===== src/rtl/and_reduce_seq_pkg.sv =====
// Shared constants and FSM encoding for the byte-serial AND/zero reduction sequencer.
package and_reduce_seq_pkg;
  localparam int WIDTH  = 32;
  localparam int SLICE  = 8;
  localparam int NSLICE = WIDTH / SLICE;
  localparam int CNT_W  = 3;

  // 2'b11 is not a legal state; the sequencer decodes it as IDLE.
  typedef enum logic [1:0] {
    IDLE = 2'b00,
    RUN  = 2'b01,
    DONE = 2'b10
  } state_e;
endpackage


===== src/rtl/and_reduce_seq_slice.sv =====
// Combinational 8-bit AND/OR reduce slice built as balanced 2-input gate trees.
module reduce_slice8
  import and_reduce_seq_pkg::*;
(
  input  logic [SLICE-1:0] slice_in,
  output logic             slice_and,
  output logic             slice_or
);
  logic [3:0] l1_and, l1_or;
  logic [1:0] l2_and, l2_or;

  for (genvar i = 0; i < 4; i++) begin : g_l1
    assign l1_and[i] = slice_in[2*i] & slice_in[2*i+1];
    assign l1_or[i]  = slice_in[2*i] | slice_in[2*i+1];
  end

  for (genvar i = 0; i < 2; i++) begin : g_l2
    assign l2_and[i] = l1_and[2*i] & l1_and[2*i+1];
    assign l2_or[i]  = l1_or[2*i]  | l1_or[2*i+1];
  end

  assign slice_and = l2_and[0] & l2_and[1];
  assign slice_or  = l2_or[0]  | l2_or[1];
endmodule


===== src/rtl/and_reduce_seq.sv =====
// Byte-serial AND / zero-detect sequencer: one slice per cycle, LSB first, early exit
// once the operand is known to contain both a 0 and a 1.
module and_reduce_seq
  import and_reduce_seq_pkg::*;
(
  input  logic             clock,
  input  logic             reset,
  input  logic             in_valid,
  output logic             in_ready,
  input  logic [WIDTH-1:0] in_data,
  output logic             out_valid,
  input  logic             out_ready,
  output logic             out_and,
  output logic             out_zero,
  output logic [CNT_W-1:0] out_steps
);
  localparam int              IDX_W = (NSLICE > 1) ? $clog2(NSLICE) : 1;
  localparam logic [CNT_W-1:0] LAST = CNT_W'(NSLICE - 1);

  state_e                      state_q, state_d;
  logic [NSLICE-1:0][SLICE-1:0] opnd_q, opnd_d;
  logic [CNT_W-1:0]            cnt_q, cnt_d;
  logic                        acc_and_q, acc_and_d;
  logic                        acc_or_q, acc_or_d;
  logic                        slice_and, slice_or;

  reduce_slice8 u_slice (
    .slice_in  (opnd_q[cnt_q[IDX_W-1:0]]),
    .slice_and (slice_and),
    .slice_or  (slice_or)
  );

  always_comb begin
    state_d   = state_q;
    opnd_d    = opnd_q;
    cnt_d     = cnt_q;
    acc_and_d = acc_and_q;
    acc_or_d  = acc_or_q;
    case (state_q)
      RUN: begin
        acc_and_d = acc_and_q & slice_and;
        acc_or_d  = acc_or_q | slice_or;
        cnt_d     = cnt_q + CNT_W'(1);
        // A 0 and a 1 already seen fixes both results; no need to look further.
        if ((!acc_and_d && acc_or_d) || cnt_q == LAST) state_d = DONE;
      end
      DONE: begin
        if (out_ready) state_d = IDLE;
      end
      default: begin
        state_d = IDLE;
        if (in_valid) begin
          opnd_d    = in_data;
          cnt_d     = '0;
          acc_and_d = 1'b1;
          acc_or_d  = 1'b0;
          state_d   = RUN;
        end
      end
    endcase
  end

  always_ff @(posedge clock or posedge reset) begin
    if (reset) begin
      state_q   <= IDLE;
      opnd_q    <= '0;
      cnt_q     <= '0;
      acc_and_q <= 1'b0;
      acc_or_q  <= 1'b0;
    end else begin
      state_q   <= state_d;
      opnd_q    <= opnd_d;
      cnt_q     <= cnt_d;
      acc_and_q <= acc_and_d;
      acc_or_q  <= acc_or_d;
    end
  end

  assign in_ready  = !(state_q == RUN || state_q == DONE);
  assign out_valid = (state_q == DONE);
  assign out_and   = out_valid & acc_and_q;
  assign out_zero  = out_valid & ~acc_or_q;
  assign out_steps = out_valid ? cnt_q : '0;
endmodule

===== config.mk =====
export PLATFORM = sky130hd
export DESIGN_NAME = and_reduce_seq
export DESIGN_NICKNAME = d
export VERILOG_FILES = /design/src/rtl/and_reduce_seq_pkg.sv /design/src/rtl/and_reduce_seq_slice.sv /design/src/rtl/and_reduce_seq.sv
export SDC_FILE = /design/constraint.sdc
export NUM_CORES = 1
export LEC_CHECK = 0
export BUFFER_PORTS_ARGS = -buffer_cell sky130_fd_sc_hd__buf_2
export CAP_MARGIN = 30
export CORE_MARGIN = 2
export CORE_UTILIZATION = 53
export DETAILED_ROUTE_END_ITERATION = 10
export GPL_TIMING_DRIVEN = 0
export PLACE_DENSITY = 0.77
export SLEW_MARGIN = 30
export SYNTH_ARGS = -nofsm -noshare
export SYNTH_HDL_FRONTEND = slang
export SYNTH_SLANG_ARGS = --single-unit

===== constraint.sdc =====
create_clock -name clock -period 3.05 [get_ports clock]
set_input_delay 0.7625 -clock clock [delete_from_list [all_inputs] [get_ports clock]]
set_output_delay 0.7625 -clock clock [all_outputs]
set_load 0.01 [all_outputs]

==> summary.md <==
| Metric | Value |
|---|---|
| Logic pwr share | 0.441 |
| Routability Congestion | 0.767 |
| Sequential power share | 0.439 |
| Fin Setup TNS | 0 ns |
| Startpoint Class | register |
| TritonCTS clock tree | yes |
| Placement Rows | 21 |
| Clock group share of total power | 0.120 |
| Die area | 0.00403 mm² |
| PD cells | 938 mW/mm² |
| Number of vias per cell | 5.31 |
| Most common cell after layout, fill and taps aside | buf_2 |
| Vias | 1201 |
| Initial antenna violation count | 0 |
| R2r worst-path depth | 7 |
| Largest buffer count on any clock path | 2 |
| Worst relative slew slack | 0.475 |
| Final setup vio count | 0 |
| Largest net degree at the start of global routing | 40 |
| Sequential area share after synthesis | 0.521 |
| Hold path depth | 1 |
| P_int | 1.39 mW |
| GRT Overall Usage | 0.190 |
| Cell Area, Synth | 0.00187 mm² |
| Final Slew Violations | 0 |
| Biggest area consumer among synthesized cells | dfrtp_1 |
| DRT iter0 DRCs | 62 |
| Clock transition at path regs | 0.11 ns |
| Placed Cells | 218 |
| Syn Area/Cell | 14.4 µm² |
| TritonCTS Buffers | 5 |
| Post-Route WL | 3380 µm |
| Cts hold-fix bufs | 0 |
| Post-CTS Setup Bufs | 0 |
| CTS-repair resized insts | 0 |
| Ys Warns | 0 |
| Post-route clock period utilization | 0.821 |
| Leak | 1.02 nW |
| Worst endpoint data arrival time | 2.74 ns |
| Final Net Count | 219 |
| Finished Layout Cells | 226 |
| MaxCap Viol Count | 0 |
| Worst slew pin tran | 0.786 ns |
| Crit Path Max Fanout | 10 |
| Clock Sinks | 39 |
| Grt total ovfl | 0 |
| DIE HEIGHT | 63.4 µm |
| Buffers on Ports | 42 |
| Layout cells sized above 1 | 0.489 |
| Syn Nets | 170 |
| Top cells by area, synth | dfrtp_1 52%, mux2_2 19%, mux4_1 8.4% |
| RSZ-0062 raised after global routing | no |
| CP required | 3.29 ns |
| Initial core utilization | 0.557 |
| Skew-Pair Late Insertion Delay | 0.34 ns |
| Commonest non-fill, non-tap cells in the layout | 42 x buf_2, 39 x dfrtp_1, 32 x mux2_2 |
| Cells after Synth | 130 |
| Seq cells post-synth | 39 |
| Synthesis-to-layout area growth | 17.0% |
| Worst setup EP type | register |
| Ant. Diodes | 0 |
| Worst reg-to-reg setup slack | 0.55 ns |
| Distinct cells, synth | 28 |
| Fmax | 0.399 GHz |
| H-tree levels | 2 |
| Status | complete, no violations |
| Vias in the first global route | 1251 |
| Kind of critical path | register to register |
| Synth top area share | 0.521 |
| Post-layout min period | 2.50 ns |
| DRC | 0 |
| Hold crit path type | register to register |
| First-pass GRT wire length | 5860 µm |
| Clock Skew | 0.00977 ns |
| I/O pin cnt | 43 |
| Net Sw Frac | 0.326 |
| Clock root buffer | clkbuf_4 |
| DRT antenna net count | 0 |
| Placed wire-length estimate | 2590 µm |
| Die Width | 63.4 µm |
| Power after layout | 2.06 mW |
| Wirelength per Cell | 15.0 µm |
| Core footprint | 0.00336 mm² |
| Net switching power | 0.670 mW |
| Final hold violations | 0 |
| DR pass1 iterations | 4 |
| Maximum vdd ir drop | 0.455 mV |
[routing by layer]
layer,track usage,share of wire
met3,0.0482,0.050
met5,0,0
met2,0.312,0.51
met1,0.249,0.43
met4,0.0571,0.0083
[state kept, by name, summed over array words and instances (netlist names)]
name / count
opnd_q: 32
cnt_q: 3
state_q: 2
acc_and_q: 1
acc_or_q: 1
[kinds of logic after synthesis]
family          Yosys count  share of synthesized area
compound gates           11                     0.0374
fa+ha+maj                 4                     0.0267
mux                      42                      0.305
buf+inv                  10                     0.0281
simple gates             24                     0.0822
flops                    39                      0.521
[power by group through the flow]
stage                     registers, mW  logic [mW]  clock network, mW
after floorplan                   0.866       0.735                  0
after CTS                         0.906       0.918              0.256
after detailed placement          0.918       0.915                  0
after global routing              0.942       0.993              0.280
final                             0.903       0.906              0.247
after global placement            0.899       0.878                  0
[synthesized netlist by cell type]
master	number
mux2_2	32
nand2_1	5
a22oi_1	1
and4_2	1
buf_6	2
nor2_1	2
o21bai_1	1
inv_1	5
or4_4	1
mux4_2	1
dfrtp_1	39
clkbuf_1	3
and2_1	4
nand2b_1	3
nand4_1	1
nor4b_2	1
and2b_1	2
mux2i_1	3
ha_1	4
mux4_1	6
a31oi_1	1
o22ai_1	1
nor2b_1	3
o21ai_0	3
a22o_1	1
a21oi_1	2
and2_2	1
o22a_1	1
[worst max-delay path: stages, from the launching register on]
cell	delay, ns
dfrtp_1	0.45
clkbuf_1	0.40
mux4_1	0.38
or4_4	0.43
nor4b_2	0.33
nand2b_1	0.16
a21oi_1	0.09
o22a_1	0.17
[final cells by class]
cell class / count / area [µm²]
repair buffers: 42 / 210
clock inverters: 1 / 5.00
fillers: 287 / 1170
plain buffers: 5 / 33.8
clock buffers: 7 / 45.0
inverters: 5 / 18.8
multi-input cells: 81 / 845
well taps: 46 / 57.6
flip-flops and latches: 39 / 976
[through the flow]
step / util / worst slack (ns) / hold WS, ns / instance area, µm²
3_5_place_dp: 0.637 / 0.565 / 0.487 / 2140
5_1_grt: 0.651 / 0.399 / 0.531 / 2190
2_1_floorplan: - / 0.755 / 0.463 / 1870
4_1_cts: 0.651 / 0.546 / 0.511 / 2190
6_report: 0.651 / 0.546 / 0.508 / 2190
3_3_place_gp: 0.637 / 0.606 / 0.479 / 2140
[path summary, 6_finish.rpt]
path / from / endpoint
max reg2reg: cnt_q[1] / state_q[1]
max in group asynchronous: reset / opnd_q[6]
min in group asynchronous: reset / opnd_q[10]
min: opnd_q[5] / opnd_q[5]
min reg2reg: opnd_q[5] / opnd_q[5]
max: cnt_q[1] / state_q[1]
Note: power is estimated with default switching activity, not from simulation.
